### src/rtl/downsamp_pkg.sv
// Shared definitions for the multichannel boxcar downsampler:
// accumulator width rule and output register state encoding.
package downsamp_pkg;

    localparam logic [0:0] ST_EMPTY = 1'b0;
    localparam logic [0:0] ST_FULL  = 1'b1;

    // Accumulator growth is bounded by the largest block, 2^max_log2_rate samples.
    function automatic int acc_w(input int data_width, input int max_log2_rate);
        return data_width + max_log2_rate;
    endfunction

endpackage

### src/rtl/downsamp_multich_if.sv
// Sample-in / result-out handshake bundle for downsamp_multich.
// The master side drives samples and out_ready; the slave side is the downsampler.
interface downsamp_multich_if
    import downsamp_pkg::*;
#(
    parameter int DATA_WIDTH    = 14,
    parameter int CHANNELS      = 2,
    parameter int MAX_LOG2_RATE = 6
) ();
    localparam int ACC_W = acc_w(DATA_WIDTH, MAX_LOG2_RATE);

    logic                           in_valid;
    logic [CHANNELS*DATA_WIDTH-1:0] in_data;
    logic                           out_valid;
    logic                           out_ready;
    logic [CHANNELS*ACC_W-1:0]      out_data;

    modport master (
        output in_valid, in_data, out_ready,
        input  out_valid, out_data
    );

    modport slave (
        input  in_valid, in_data, out_ready,
        output out_valid, out_data
    );
endinterface

### src/rtl/downsamp_acc_ch.sv
// One channel of the boxcar accumulator: sums samples over a block and
// forms the block result as a raw sum or a floor-rounded average.
module downsamp_acc_ch
    import downsamp_pkg::*;
#(
    parameter int DATA_WIDTH    = 14,
    parameter int MAX_LOG2_RATE = 6,
    parameter int RATE_W        = $clog2(MAX_LOG2_RATE+1)
) (
    input  logic                            clk,
    input  logic                            rst,
    input  logic                            accept,
    input  logic                            complete,
    input  logic                            mode,
    input  logic [RATE_W-1:0]               rate,
    input  logic [DATA_WIDTH-1:0]           sample,
    output logic [acc_w(DATA_WIDTH, MAX_LOG2_RATE)-1:0] result
);
    localparam int ACC_W = acc_w(DATA_WIDTH, MAX_LOG2_RATE);

    logic signed [ACC_W-1:0] acc;
    logic signed [ACC_W-1:0] samp_ext;
    logic signed [ACC_W-1:0] sum;
    logic signed [ACC_W-1:0] avg;

    assign samp_ext = {{MAX_LOG2_RATE{sample[DATA_WIDTH-1]}}, sample};
    assign sum      = acc + samp_ext;
    // Arithmetic shift of a signed value rounds toward -inf.
    assign avg      = sum >>> rate;
    assign result   = mode ? avg : sum;

    always_ff @(posedge clk or posedge rst) begin
        if (rst)
            acc <= '0;
        else if (accept)
            acc <= complete ? '0 : sum;
    end

endmodule

### src/rtl/downsamp_multich.sv
// Multichannel 2^N boxcar downsampler with runtime rate, sum/average mode,
// a one-deep valid/ready output register and a sticky overrun flag.
module downsamp_multich
    import downsamp_pkg::*;
#(
    parameter int DATA_WIDTH    = 14,
    parameter int CHANNELS      = 2,
    parameter int MAX_LOG2_RATE = 6,
    parameter int RATE_W        = $clog2(MAX_LOG2_RATE+1)
) (
    input  logic              clk,
    input  logic              rst,
    input  logic              ena,
    input  logic [RATE_W-1:0] log2_rate,
    input  logic              mode,
    input  logic              clr_overrun,
    output logic              overrun,
    downsamp_multich_if.slave bus
);
    localparam int ACC_W = acc_w(DATA_WIDTH, MAX_LOG2_RATE);
    localparam int CNT_W = MAX_LOG2_RATE;

    logic [RATE_W-1:0]               rate_q;
    logic [RATE_W-1:0]               rate_clamp;
    logic [RATE_W-1:0]               rate_eff;
    logic [CNT_W-1:0]                count;
    logic [CNT_W-1:0]                cnt_last;
    logic                            accept;
    logic                            complete;
    logic [CHANNELS-1:0][ACC_W-1:0]  result;
    logic [CHANNELS-1:0][ACC_W-1:0]  out_q;
    logic [0:0]                      state;

    assign accept     = bus.in_valid & ena;
    assign rate_clamp = (log2_rate > RATE_W'(MAX_LOG2_RATE)) ? RATE_W'(MAX_LOG2_RATE) : log2_rate;
    // The first sample of a block already runs at the rate it latches.
    assign rate_eff   = (count == '0) ? rate_clamp : rate_q;
    assign cnt_last   = ~({CNT_W{1'b1}} << rate_eff);
    assign complete   = accept && (count == cnt_last);

    always_ff @(posedge clk or posedge rst) begin
        if (rst) begin
            count  <= '0;
            rate_q <= '0;
        end else if (accept) begin
            if (count == '0)
                rate_q <= rate_clamp;
            count <= complete ? '0 : count + CNT_W'(1);
        end
    end

    for (genvar c = 0; c < CHANNELS; c++) begin : g_ch
        downsamp_acc_ch #(
            .DATA_WIDTH    (DATA_WIDTH),
            .MAX_LOG2_RATE (MAX_LOG2_RATE),
            .RATE_W        (RATE_W)
        ) u_acc (
            .clk      (clk),
            .rst      (rst),
            .accept   (accept),
            .complete (complete),
            .mode     (mode),
            .rate     (rate_eff),
            .sample   (bus.in_data[c*DATA_WIDTH +: DATA_WIDTH]),
            .result   (result[c])
        );
    end

    // One-deep output slot: a full slot that is not being drained drops the new result.
    always_ff @(posedge clk or posedge rst) begin
        if (rst) begin
            state   <= ST_EMPTY;
            out_q   <= '0;
            overrun <= 1'b0;
        end else begin
            case (state)
                ST_EMPTY: begin
                    if (complete) begin
                        out_q <= result;
                        state <= ST_FULL;
                    end
                end
                default: begin
                    if (complete && bus.out_ready)
                        out_q <= result;
                    else if (!complete && bus.out_ready)
                        state <= ST_EMPTY;
                end
            endcase

            if (state == ST_FULL && complete && !bus.out_ready)
                overrun <= 1'b1;
            else if (clr_overrun)
                overrun <= 1'b0;
        end
    end

    assign bus.out_valid = (state == ST_FULL);
    assign bus.out_data  = out_q;

endmodule
### src/flat_wrapper.sv
// flat-port wrapper written by rule: the top's interface ports become plain ports
module downsamp_multich_flat import downsamp_pkg::*;
#(
    parameter int DATA_WIDTH    = 14,
    parameter int CHANNELS      = 2,
    parameter int MAX_LOG2_RATE = 6,
    parameter int RATE_W        = $clog2(MAX_LOG2_RATE+1)
)
  (clk, rst, ena, log2_rate, mode, clr_overrun, overrun, bus_in_valid, bus_in_data, bus_out_ready, bus_out_valid, bus_out_data);
  downsamp_multich_if #(.DATA_WIDTH(DATA_WIDTH), .CHANNELS(CHANNELS), .MAX_LOG2_RATE(MAX_LOG2_RATE)) bus_i ();
  input  logic clk;
  input  logic rst;
  input  logic ena;
  input  logic [RATE_W-1:0] log2_rate;
  input  logic mode;
  input  logic clr_overrun;
  output logic overrun;
  input wire logic [$bits(bus_i.in_valid)-1:0] bus_in_valid;
  input wire logic [$bits(bus_i.in_data)-1:0] bus_in_data;
  input wire logic [$bits(bus_i.out_ready)-1:0] bus_out_ready;
  output wire logic [$bits(bus_i.out_valid)-1:0] bus_out_valid;
  output wire logic [$bits(bus_i.out_data)-1:0] bus_out_data;
  assign bus_i.in_valid = bus_in_valid;
  assign bus_i.in_data = bus_in_data;
  assign bus_i.out_ready = bus_out_ready;
  assign bus_out_valid = bus_i.out_valid;
  assign bus_out_data = bus_i.out_data;
  downsamp_multich #(.DATA_WIDTH(DATA_WIDTH), .CHANNELS(CHANNELS), .MAX_LOG2_RATE(MAX_LOG2_RATE), .RATE_W(RATE_W)) u_core (.clk(clk), .rst(rst), .ena(ena), .log2_rate(log2_rate), .mode(mode), .clr_overrun(clr_overrun), .overrun(overrun), .bus(bus_i));
endmodule
### config.mk
export PLATFORM = sky130hd
export DESIGN_NAME = downsamp_multich_flat
export DESIGN_NICKNAME = d
export VERILOG_FILES = /design/src/rtl/downsamp_pkg.sv /design/src/rtl/downsamp_multich_if.sv /design/src/rtl/downsamp_acc_ch.sv /design/src/rtl/downsamp_multich.sv /design/src/flat_wrapper.sv
export SDC_FILE = /design/constraint.sdc
export NUM_CORES = 1
export LEC_CHECK = 0
export CORE_MARGIN = 2
export CORE_UTILIZATION = 55
export CTS_CLUSTER_SIZE = 12
export DETAILED_ROUTE_END_ITERATION = 6
export GPL_TIMING_DRIVEN = 0
export PLACE_DENSITY = 0.78
export SLEW_MARGIN = 10
export SYNTH_ARGS = -nofsm -noshare
export SYNTH_HDL_FRONTEND = slang
export SYNTH_SLANG_ARGS = --single-unit
### constraint.sdc
create_clock -name clk -period 4 [get_ports clk]
set_input_delay 0.4 -clock clk [delete_from_list [all_inputs] [get_ports clk]]
set_output_delay 0.4 -clock clk [all_outputs]
set_load 0.01 [all_outputs]
==> impl_results.md <==
- Slowest stage delay, CP: 0.53 ns
- Worst slack at placement: 0.236 ns
- DR vias/cell: 6.55
- Sequential share of power: 0.176
- Synth area leaders: dfrtp_1 (29%), nand2_1 (7.4%), ha_1 (6.4%)
- CP Class: input port to flip-flop
- Peak supply drop: 0.480 mV
- Crit path buf inv count: 1
- Die Wd: 124 µm
- TritonCTS clock tree: yes
- Achievable Freq: 0.283 GHz
- Clock share of power: 0.102
- Port Buffer Count: 77
- FF+latch count, synth: 91
- Total die area: 15,300 µm²
- Ys async rst share: 1.00
- Setup Skew: 0.00839 ns
- DR WL/cell: 21.1 µm
- Post-synthesis sequential area ratio: 0.290
- Overall power: 9.33 mW
- Synth area leader: dfrtp_1
- Layout cells sized above 1: 0.0786
- First-pass GRT wire length: 41.5 mm
- Unique masters post-synth: 86
- Status: finished clean
- Detailed Route WL: 26.6 mm
- Worst-Margin Slew: 0.857 ns
- Crit Path Max Fanout: 5
- Reg2Reg Depth: 11
- Largest net degree at the start of global routing: 60
- Fillcell total: 1,235
- Worst Hold Class: input port to async pin
- Slew headroom: 0.419
- Post-CTS Setup Inserts: 0
- Post-synth top flop: dfrtp_1
- Syn Nets: 1,068
- Final hold vios: 0
- GRT Total Usage: 0.359
- Cells after Synth: 988
- Die Y: 124 µm
- Pwr dens: 1010 nW/µm²
- Most frequent cell after synthesis: nand2_1
- Post-layout nets: 1,157
- CP required: 4.30 ns
- Num CTS Buffers: 9
- Syn Std Cell Area: 7860 µm²
- CP Capture Type: flip-flop
- YS warnings: 0
- Max Slew Vio Count: 0
- Worst-path clk slew: 0.07 ns
- Max-Cap Viols: 0
- Clk_lat worst skew: 0.36 ns
- Setup slack after layout: 0.469 ns
- CTS Buffer Depth: 2
- Cts hold-fix bufs: 0
- DP Wirelength: 19.7 mm
- Total global routing overflow: 0
- Initial antenna violation count: 0
- Slowest-stage cell, CP: or4b_1
- Core Area: 13,900 µm²
- Crit path launch type: input port
- Dpl cells: 1,246
- Fin util: 0.660
- Static Leak: 3.94 nW
- Min cycle time layout: 3.53 ns
- Commonest cells post-synth: nand2_1 (155), dfrtp_1 (91), a21oi_1 (87), o21ai_0 (87), nor2_1 (63)
- Clock sinks: 91
- P_int: 4.46 mW
- Critical Path, Cell by Cell: clkdlybuf4s50_1 > ha_1 > fa_1 > a211oi_2 > nor3_2 > or4b_1 > nand3_2 > mux2i_1 > a221oi_1 > nand2_1 > a311oi_1 > a21o_1
- Setup_tns: 0 ns
- Top Ports: 80
- Pre-antenna DRT Iters: 6
- RSZ-0062 raised after global routing: false
- EDFF count, synth: 0
- DRT antenna net count: 0
- Drc violations: 0
- Switching Fraction: 0.522
- Period utilisation layout: 0.883
- Root Driver: clkbuf_16
- Net Sw Power: 4.87 mW
- H-tree depth: 3
- Final hold slack: 0.409 ns
- Cell family contributing the most delay on the critical path: compound AO/OA/AOI/OAI gates
- Starting Density: 0.564
- Post-synth top area share: 0.290
- Area grow syn2layout: 17.1%
- Post-route insts no fill: 1,262
- Ant. Diodes: 0
- Via count: 8,271
- Number of global-route vias before repair: 7,688
- Routability Congestion: 1.02
- Critical Path AT: 3.83 ns
- Combinational Power Share: 0.722
- Syn avg cell area: 7.95 µm²
- Final instance area: 9200 µm²
- Instance count on the critical path: 12
- # rows: 43
- Resized Gates After CTS: 0
- Final setup violating endpoints: 0
- First DRT Iteration DRCs: 893
- Placed Area: 8880 µm²
## path summary, 6_finish.rpt
check | end | slack, ns | start
setup / recovery | u_core.bus.out_data[6] | 0.47 | bus_in_data[0]
hold / removal | u_core.g_ch[1].u_acc.acc[8] | 0.41 | rst
setup reg to reg | u_core.bus.out_data[6] | 0.55 | u_core.g_ch[0].u_acc.acc[0]
hold reg to reg | u_core.g_ch[1].u_acc.acc[14] | 0.49 | u_core.g_ch[1].u_acc.acc[14]
max in group asynchronous | u_core.rate_q[0] | 2.93 | rst
min in group clk | u_core.g_ch[1].u_acc.acc[14] | 0.49 | u_core.g_ch[1].u_acc.acc[14]
## sequential cells by signal, summed over array words and instances, names as in the netlist
signal and flops:
u_core.bus.out_data 40, u_core.g_ch.u_acc.acc 40, u_core.count 6, u_core.rate_q 3, u_core.bus.out_valid 1, u_core.overrun 1
## cell families after synthesis
logic type | count (synthesis) | share of synthesized area
multiplexers | 40 | 0.0621
AO/OA/AOI/OAI | 340 | 0.279
AND/OR/NAND/NOR | 354 | 0.210
flip-flops | 91 | 0.290
buffers and inverters | 87 | 0.0505
adder cells (fa/ha/maj) | 42 | 0.0688
XOR/XNOR | 34 | 0.0398
## power groups by stage
stage / registers [mW] / logic, mW / clock network (mW)
finish: 1.64 / 6.74 / 0.953
global route: 1.69 / 7.28 / 0.984
CTS: 1.64 / 6.55 / 0.948
detailed placement: 1.64 / 6.50 / 0
global placement: 1.64 / 6.42 / 0
floorplan: 1.65 / 4.57 / 0
## cells in the final DEF, fill, tap and decap left out, drive strengths merged, types with 8 or more instances in the layout
| master | count |
|---|---|
| ha | 40 |
| and3 | 11 |
| nand4 | 12 |
| nand3 | 30 |
| a21oi | 88 |
| nand2 | 156 |
| nor3 | 25 |
| a21o | 18 |
| clkbuf | 51 |
| nand2b | 12 |
| mux2i | 29 |
| o211ai | 16 |
| or3 | 9 |
| and2 | 10 |
| xor2 | 17 |
| nor2 | 67 |
| inv | 16 |
| a211oi | 30 |
| dfrtp | 91 |
| o31ai | 11 |
| xnor2 | 17 |
| a31oi | 8 |
| clkdlybuf4s50 | 77 |
| buf | 31 |
| mux2 | 8 |
| o21ai | 100 |
| o22ai | 10 |
## area by class of cell
| type | instances | area [µm²] | share of cell area |
|---|---|---|---|
| plain buffers | 71 | 337 | 0.0366 |
| flip-flops and latches | 91 | 2280 | 0.248 |
| well taps | 180 | 225 | 0.0245 |
| clock inverters | 6 | 88.8 | 0.00966 |
| multi-input cells | 810 | 5180 | 0.563 |
| repair buffers | 78 | 798 | 0.0868 |
| inverters | 16 | 62.6 | 0.00680 |
| clock buffers | 10 | 229 | 0.0249 |
## layer usage
layer	track usage	wire length, µm	part of all wire	up-vias
met5	0	0	0	-
met1	0.478	10800	0.41	3886
met2	0.573	12100	0.45	477
li1	-	-	-	3796
met3	0.0558	2540	0.095	112
met4	0.168	1220	0.046	0
## worst reg2reg max path: stages, from the launching register on
cell and delay (ns):
dfrtp_1 0.40, ha_1 0.22, fa_1 0.46, a211oi_2 0.31
nor3_2 0.14, or4b_1 0.53, nand3_2 0.17, mux2i_1 0.11
a221oi_1 0.41, nand2_1 0.10, a311oi_1 0.42, a21o_1 0.13
Note: power is estimated with default switching activity, not from simulation.
